**config.mk**
```make
export PLATFORM = sky130hd
export DESIGN_NAME = multicycle_control_fsm
export DESIGN_NICKNAME = d
export VERILOG_FILES = /design/src/rtl/multicycle_control_fsm.sv
export SDC_FILE = /design/constraint.sdc
export NUM_CORES = 1
export LEC_CHECK = 0
export CAP_MARGIN = 20
export CORE_MARGIN = 2
export CORE_UTILIZATION = 40
export CTS_BUF_LIST = sky130_fd_sc_hd__clkbuf_2 sky130_fd_sc_hd__clkbuf_4 sky130_fd_sc_hd__clkbuf_8
export DETAILED_ROUTE_END_ITERATION = 16
export PLACE_DENSITY = 0.74
export SETUP_SLACK_MARGIN = 0.4
export SLEW_MARGIN = 20
export SYNTH_ARGS = -nofsm -noshare
export SYNTH_HDL_FRONTEND = slang
export SYNTH_SLANG_ARGS = --single-unit
```
**constraint.sdc**
```tcl
create_clock -name clk -period 1.9 [get_ports clk]
set_input_delay 0.38 -clock clk [delete_from_list [all_inputs] [get_ports clk]]
set_output_delay 0.38 -clock clk [all_outputs]
set_load 0.005 [all_outputs]
```
**src/rtl/multicycle_control_fsm.sv**
```systemverilog
`timescale 1ns/1ps
// multicycle_control_fsm
// ----------------------
// Main control unit for the 32-bit multicycle MIPS core. This is a Moore state
// machine that steps the shared-ALU datapath through the fetch, decode,
// execute, memory and write-back steps. It supports R-type, lw, sw, beq, j and
// addi. Every output is a register that is loaded from the next state, so each
// output is a pure function of the state register. There is no combinational
// path from op to any output.
//
// Ports
//   clk          : clock, rising edge
//   reset        : asynchronous, active-high reset; forces IDLE, all outputs 0
//   op           : opcode from the instruction register (instruction[31:26])
//   PCWriteCond  : PC write qualified by ALU zero (branch)
//   PCWrite      : unconditional PC write
//   PCSource     : next-PC select (0 ALU result, 1 ALU-out reg, 2 jump target)
//   IorD         : memory address select (0 PC, 1 ALU-out reg)
//   MemRead      : memory read strobe
//   MemWrite     : memory write strobe
//   MemToReg     : register write data (0 ALU-out, 1 memory data reg)
//   IRWrite      : instruction register load
//   RegWrite     : register file write
//   RegDst       : destination register (0 rt, 1 rd)
//   ALUSrcA      : ALU A (0 PC, 1 register A)
//   ALUSrcB      : ALU B (0 reg B, 1 const 4, 2 sext imm, 3 sext imm<<2)
//   ALUOp        : 0 add, 1 subtract, 2 decode funct
//   state        : current state code (debug)
//   instrRetired : one-cycle pulse in the final state of each instruction
//   illegalOp    : trap indicator
//
// Optional feature, macro ILLEGAL_OP_TRAP_EN:
//   defined   - an unrecognised op in DECODE enters TRAP. TRAP holds illegalOp
//               high until reset.
//   undefined - an unrecognised op in DECODE returns to FETCH as a 2-cycle NOP.
//               illegalOp is tied low.

module multicycle_control_fsm #(
   parameter logic [5:0] OP_RTYPE = 6'h00,
   parameter logic [5:0] OP_LW    = 6'h23,
   parameter logic [5:0] OP_SW    = 6'h2B,
   parameter logic [5:0] OP_BEQ   = 6'h04,
   parameter logic [5:0] OP_J     = 6'h02,
   parameter logic [5:0] OP_ADDI  = 6'h08
) (
   input  logic       clk,
   input  logic       reset,
   input  logic [5:0] op,
   output logic       PCWriteCond,
   output logic       PCWrite,
   output logic [1:0] PCSource,
   output logic       IorD,
   output logic       MemRead,
   output logic       MemWrite,
   output logic       MemToReg,
   output logic       IRWrite,
   output logic       RegWrite,
   output logic       RegDst,
   output logic       ALUSrcA,
   output logic [1:0] ALUSrcB,
   output logic [1:0] ALUOp,
   output logic [3:0] state,
   output logic       instrRetired,
   output logic       illegalOp
);

   typedef enum logic [3:0] {
      FETCH  = 4'd0,
      DECODE = 4'd1,
      MEMADR = 4'd2,
      MEMRD  = 4'd3,
      MEMWB  = 4'd4,
      MEMWR  = 4'd5,
      EXEC   = 4'd6,
      ALUWB  = 4'd7,
      BRANCH = 4'd8,
      JUMP   = 4'd9,
      ADDIEX = 4'd10,
      ADDIWB = 4'd11,
      IDLE   = 4'd14,
      TRAP   = 4'd15
   } state_t;

   state_t cur;
   state_t nxt;

   // Next-state rule. op is only looked at in DECODE and MEMADR. The
   // instruction register is loaded only in FETCH, so op stays stable for the
   // rest of the instruction.
   function automatic state_t next_of(input state_t s, input logic [5:0] o);
      next_of = IDLE;
      case (s)
         IDLE:   next_of = FETCH;
         FETCH:  next_of = DECODE;
         DECODE: begin
            case (o)
               OP_LW, OP_SW: next_of = MEMADR;
               OP_RTYPE:     next_of = EXEC;
               OP_BEQ:       next_of = BRANCH;
               OP_J:         next_of = JUMP;
               OP_ADDI:      next_of = ADDIEX;
`ifdef ILLEGAL_OP_TRAP_EN
               default:      next_of = TRAP;
`else
               default:      next_of = FETCH;
`endif
            endcase
         end
         MEMADR: next_of = (o == OP_SW) ? MEMWR : MEMRD;
         MEMRD:  next_of = MEMWB;
         EXEC:   next_of = ALUWB;
         ADDIEX: next_of = ADDIWB;
         MEMWB, MEMWR, ALUWB, BRANCH, JUMP, ADDIWB: next_of = FETCH;
`ifdef ILLEGAL_OP_TRAP_EN
         TRAP:   next_of = TRAP;
`endif
         default: next_of = IDLE;
      endcase
   endfunction

   always_comb nxt = next_of(cur, op);

   // The outputs are loaded from the decode of the next state. This keeps them
   // registered while still matching the state register cycle for cycle.
   always_ff @(posedge clk or posedge reset) begin
      if (reset) begin
         cur          <= IDLE;
         PCWriteCond  <= 1'b0;
         PCWrite      <= 1'b0;
         PCSource     <= 2'd0;
         IorD         <= 1'b0;
         MemRead      <= 1'b0;
         MemWrite     <= 1'b0;
         MemToReg     <= 1'b0;
         IRWrite      <= 1'b0;
         RegWrite     <= 1'b0;
         RegDst       <= 1'b0;
         ALUSrcA      <= 1'b0;
         ALUSrcB      <= 2'd0;
         ALUOp        <= 2'd0;
         instrRetired <= 1'b0;
`ifdef ILLEGAL_OP_TRAP_EN
         illegalOp    <= 1'b0;
`endif
      end else begin
         cur          <= nxt;
         PCWriteCond  <= 1'b0;
         PCWrite      <= 1'b0;
         PCSource     <= 2'd0;
         IorD         <= 1'b0;
         MemRead      <= 1'b0;
         MemWrite     <= 1'b0;
         MemToReg     <= 1'b0;
         IRWrite      <= 1'b0;
         RegWrite     <= 1'b0;
         RegDst       <= 1'b0;
         ALUSrcA      <= 1'b0;
         ALUSrcB      <= 2'd0;
         ALUOp        <= 2'd0;
         instrRetired <= 1'b0;
`ifdef ILLEGAL_OP_TRAP_EN
         illegalOp    <= (nxt == TRAP);
`endif
         case (nxt)
            FETCH: begin
               MemRead <= 1'b1;
               IRWrite <= 1'b1;
               PCWrite <= 1'b1;
               ALUSrcB <= 2'd1;
            end
            DECODE: begin
               // Branch target is precomputed into the ALU-out register.
               ALUSrcB <= 2'd3;
            end
            MEMADR, ADDIEX: begin
               ALUSrcA <= 1'b1;
               ALUSrcB <= 2'd2;
            end
            MEMRD: begin
               MemRead <= 1'b1;
               IorD    <= 1'b1;
            end
            MEMWB: begin
               RegWrite     <= 1'b1;
               MemToReg     <= 1'b1;
               instrRetired <= 1'b1;
            end
            MEMWR: begin
               MemWrite     <= 1'b1;
               IorD         <= 1'b1;
               instrRetired <= 1'b1;
            end
            EXEC: begin
               ALUSrcA <= 1'b1;
               ALUOp   <= 2'd2;
            end
            ALUWB: begin
               RegWrite     <= 1'b1;
               RegDst       <= 1'b1;
               instrRetired <= 1'b1;
            end
            BRANCH: begin
               ALUSrcA      <= 1'b1;
               ALUOp        <= 2'd1;
               PCWriteCond  <= 1'b1;
               PCSource     <= 2'd1;
               instrRetired <= 1'b1;
            end
            JUMP: begin
               PCWrite      <= 1'b1;
               PCSource     <= 2'd2;
               instrRetired <= 1'b1;
            end
            ADDIWB: begin
               RegWrite     <= 1'b1;
               instrRetired <= 1'b1;
            end
            default: begin
            end
         endcase
      end
   end

`ifndef ILLEGAL_OP_TRAP_EN
   assign illegalOp = 1'b0;
`endif

   assign state = cur;

endmodule

```
* Word-level counts from Yosys, hierarchy flattened *
Index checks and enable logic that the tools add are counted.

operators by class
  equality and inequality tests = 28
  reduce and logical (&&, ||, !) cells = 12
  mux-type cells = 17

operators by type and width
  operator                                                                count
  4-bit equality test (second input constant)                             9
  4-bit by 3-bit equality test with 1-bit output (second input constant)  8
  4-bit one-hot mux with 7 select lines                                   1
  4-bit one-hot mux with 5 select lines                                   1
  4-bit by 2-bit equality test with 1-bit output (second input constant)  4
  6-bit equality test (second input constant)                             2
  1-bit 2-to-1 mux                                                        11
  2-bit OR reduction                                                      5
  4-bit by 1-bit equality test with 1-bit output (second input constant)  2
  4-bit logical NOT                                                       2
  2-bit one-hot mux with 2 select lines                                   2
  7-bit OR reduction                                                      1
  6-bit by 2-bit equality test with 1-bit output (second input constant)  1
  6-bit by 3-bit equality test with 1-bit output (second input constant)  1
  6-bit by 4-bit equality test with 1-bit output (second input constant)  1
  6-bit logical NOT                                                       1
  2-bit one-hot mux with 3 select lines                                   1
  6-bit OR reduction                                                      1
  4-bit OR reduction                                                      1
  3-bit 2-to-1 mux                                                        1
  3-bit OR reduction                                                      1

storage, ports and cells
  register bits = 21
  word-level logic and storage cells = 72
  output and inout port bits = 22
  bits of input ports = 8

* Logic depth before layout (Yosys ltp) *
  depth after elaboration = 7
  gate-level depth with buffers = 7
  gate-level depth less buffers = 5

* Least setup slack after synthesis *
No wires, ideal clock.

  kind = input-to-reg
  start point = input op[0]
  end point = register MemRead
  arrival time = 1.753 ns
  slack = 0.011 ns
  data required time = 1.764 ns
  stages on the path = 5
  library setup time = 0.136 ns
  buffers on the path = 0
  path through = or4_4 > or3b_4 > o22ai_4 > nand4bb_1 > o41ai_1

on the way
  word-level cells in the longest chain between the ends = 7
  elaborated cells on any way between the ends = 14
  classes of those cells = eq/ne: 6; mux: 4; reduce/logical: 4

ends and longest elaborated chain
  what                                                                                        RTL line  source
  start, declared                                                                             48        input logic [5:0] op,
  6-bit equality test                                                                         96        case (o)
  2-bit OR reduction                                                                          96
  4-bit one-hot mux with 5 select lines *                                                     96
  4-bit one-hot mux with 7 select lines *                                                     92        case (s)
  via nxt[0]                                                                                  85        state_t nxt;
  4-bit by 2-bit equality test with 1-bit output / 4-bit logical NOT (equally long branches)  164       case (nxt)
  2-bit OR reduction (no source line) *                                                       -
  1-bit 2-to-1 mux *                                                                          164
  end signal, assigned                                                                        151       MemRead <= 1'b0;
  end signal, assigned                                                                        166       MemRead <= 1'b1;
  end signal, assigned                                                                        180       MemRead <= 1'b1;
  end, declared                                                                               53        output logic MemRead,

The timed path passes the listed nets; every way through them passes the cells marked *.

* Worst setup path in the final report *
  start point = input op[4]
  end point = register MemRead

on the way
  word-level cells in the longest chain between the ends = 7
  elaborated cells on any way between the ends = 14
  classes of those cells = eq/ne: 6; mux: 4; reduce/logical: 4

ends and longest elaborated chain
  what                                                                                        RTL line
  6-bit equality test, on equally long branches                                               96, 109
  2-bit OR reduction                                                                          96
  4-bit one-hot mux with 5 select lines                                                       96
  4-bit one-hot mux with 7 select lines *                                                     92
  via nxt[2]                                                                                  85
  4-bit by 2-bit equality test with 1-bit output / 4-bit logical NOT (equally long branches)  164
  2-bit OR reduction (no source line) *                                                       -
  1-bit 2-to-1 mux *                                                                          164

Marks and branches as above.

==> impl_metrics.json <==
{
  "status": "finished clean",
  "antenna_cells": 0,
  "nNetsFinal": 171,
  "ys_seq_area_share_pct": 50.0,
  "rsz0062_at_grt": "yes",
  "yosysWarnings": 0,
  "slew_violations": 0,
  "cap_viol_max_count": 0,
  "cts_buffers": 3,
  "setup_tns_ns": 0,
  "post-synth-top-count-cell": "dfrtp_1",
  "cts_tree": "yes",
  "grt_pass1_wl_microns": 4650,
  "cp-startpoint": "op[4]",
  "synth_area_leaders": "dfrtp_1 42%, dfstp_2 7.8%, nor3_1 4.0%",
  "worst_hold_slack_ns": 0.381,
  "dieHeight_microns": 54.2,
  "drive_above_1_share_pct": 46.3,
  "die_area_sq_um": 2940,
  "clock_sinks": 20,
  "finalNonFillerCells": 192,
  "worst-r2r-cell-count": 6,
  "yosys_most_used_dff": "dfrtp_1",
  "max_freq_mhz": 573,
  "dp_hpwl_microns": 1780,
  "largest_reg_flops": 4,
  "ys_ff_latch": 20,
  "synth_cells": 99,
  "crit_arrival_ns": 1.93,
  "multi_input_area_sq_um": 537,
  "fillers": 179,
  "grt_pass1_vias": 998,
  "portBuffers": 28,
  "synth_nets": 107,
  "synth_top_area_cell": "dfrtp_1",
  "root_buffer": "clkbuf_4",
  "pwr_density_cell_nw_per_um2": 934,
  "synth_area_per_cell_sq_um": 10.2,
  "grt.total_usage_pct": 22.6,
  "worstSetupStartpointType": "input port",
  "synthToLayoutAreaGrowth_pct": 74.8,
  "area.sequential_sq_um": 505,
  "dieWidth_microns": 54.2,
  "cp_data_required_time_ns": 2.08,
  "power_mw": 1.65,
  "ys_types": 44,
  "critical_path.max_stage_delay_ns": 0.53,
  "reg2reg_slack_ns": 0.16,
  "p_leak_nw": 0.933,
  "wl_per_cell_microns": 15.7,
  "drt-total-wl_microns": 3010,
  "first_pass_iters": 4,
  "worstSetupPathType": "input port to flip-flop",
  "initial_core_util_pct": 41.5,
  "gp_congestion": 0.905,
  "yosys-top-cells-count": "17 x dfrtp_1, 8 x nor3_1, 7 x clkbuf_1, 5 x inv_1, 5 x o21ai_0",
  "synth_edf_count": 0,
  "synth_top_area_share_pct": 42.2,
  "finClkSkew_ns": 0.0118,
  "grt_overflow_total": 0,
  "cp_slowest_cell": "or4_4",
  "clk_pin_slew_ns": 0.11,
  "grt_max_degree": 21,
  "syn_area_sq_um": 1010,
  "viasPerCell": 5.46,
  "cts.path.max_buffers": 2,
  "cp_max_fo": 3,
  "finalHoldViolations": 0,
  "ys_async_sr_fraction_pct": 100,
  "drtAntennaViolNets": 0,
  "drtIter0Drc": 27,
  "worstPathCellList": "buf_6 -> or4_4 -> buf_4 -> nor4b_4 -> o22a_1 -> nand4bb_4 -> o41ai_2",
  "ios": 30,
  "coreArea_sq_um": 2430,
  "crit_path_end_kind": "flip-flop",
  "layout_min_cycle_time_ns": 1.75,
  "vias": 1049,
  "hold_path_class": "input port to asynchronous set/reset pin",
  "timing.final.crit_share_pct": 91.9,
  "r2r-end": "ALUSrcB[1]$_DFF_PP0_",
  "route.detailed.drc": 0,
  "max-vdd-ir-drop_uv": 541,
  "setup_violations": 0,
  "dpl.cell_count": 171,
  "rows": 18,
  "r2r-start": "state[1]$_DFF_PP1_",
  "antenna_found_initial": 0,
  "htree_levels": 1,
  "clk-insertion-delay-late_ns": 0.30
}
==> how the worst max path moves through the flow <==
stage | endpoint | slack [ns] | cells after the start
floorplan | MemRead$_DFF_PP0_ | 0.02 | 5
global placement | MemRead$_DFF_PP0_ | -0.47 | 6
detailed placement | MemRead$_DFF_PP0_ | -0.55 | 6
CTS | MemRead$_DFF_PP0_ | 0.17 | 6
global route | instrRetired$_DFF_PP0_ | 0.13 | 6
finish | MemRead$_DFF_PP0_ | 0.15 | 7
==> cells in the final DEF, fill, tap and decap left out, drive strengths merged, types with 3 or more instances in the layout <==
cell and instances:
dlymetal6s2s 4, a21oi 4, nand2 3, inv 5, o21ai 6, clkbuf 4, dfstp 3, buf 46
nor3 8, and3 3, dlygate4sd2 17, dfrtp 17, nor2 4
==> worst max-delay path: cells and delay by family <==
family,cells,cell delay (ns)
simple gates,3,0.94
compound gates,2,0.35
buf+inv,2,0.25
==> kinds of logic after synthesis <==
family / synth area share [%]
AO/OA/AOI/OAI: 17.9
XOR/XNOR: 2.61
adder cells (fa/ha/maj): 0.993
buffers and inverters: 6.95
flip-flops: 50.0
multiplexers: 1.12
other: 0.372
AND/OR/NAND/NOR: 20.1
==> through the flow <==
step | utilization, % | instance area [sq um] | setup slack, ns
2_1_floorplan | - | 1030 | 0.0249
3_3_place_gp | 60.2 | 1470 | -0.474
3_5_place_dp | 60.2 | 1470 | -0.551
4_1_cts | 69.4 | 1690 | 0.170
5_1_grt | 72.5 | 1760 | 0.129
6_report | 72.5 | 1760 | 0.153
==> power by group <==
| group | total, mW | switching (mW) | internal (mW) |
|---|---|---|---|
| combinational | 0.860 | 0.381 | 0.480 |
| clock | 0.220 | 0.124 | 0.0961 |
| sequential | 0.567 | 0.0486 | 0.518 |
| total | 1.65 | 0.553 | 1.09 |
==> what timing repair did <==
item,4_1_cts,5_1_grt
endpoints found under the setup margin,33,19
cloned,1,0
setup buffers,14,2
endpoints found under the hold margin,0,0
hold buffers,0,0
resized for setup,62,19
pin swaps,12,9
==> final cells by class <==
type / count / area share [%]
inverter: 5 / 1.35
timing repair buffer: 70 / 35.7
tap: 30 / 2.13
multi-input combinational: 63 / 30.4
clock buffer: 4 / 1.70
sequential: 20 / 28.7
==> per-layer routing <==
layer / track usage, % / wire length, microns / vias up
li1: - / - / 477
met1: 26.0 / 1140 / 516
met2: 41.8 / 1660 / 48
met3: 2.46 / 165 / 8
met4: 10.0 / 54 / 0
met5: 0 / 0 / -
(Power assumes the default switching activity.)
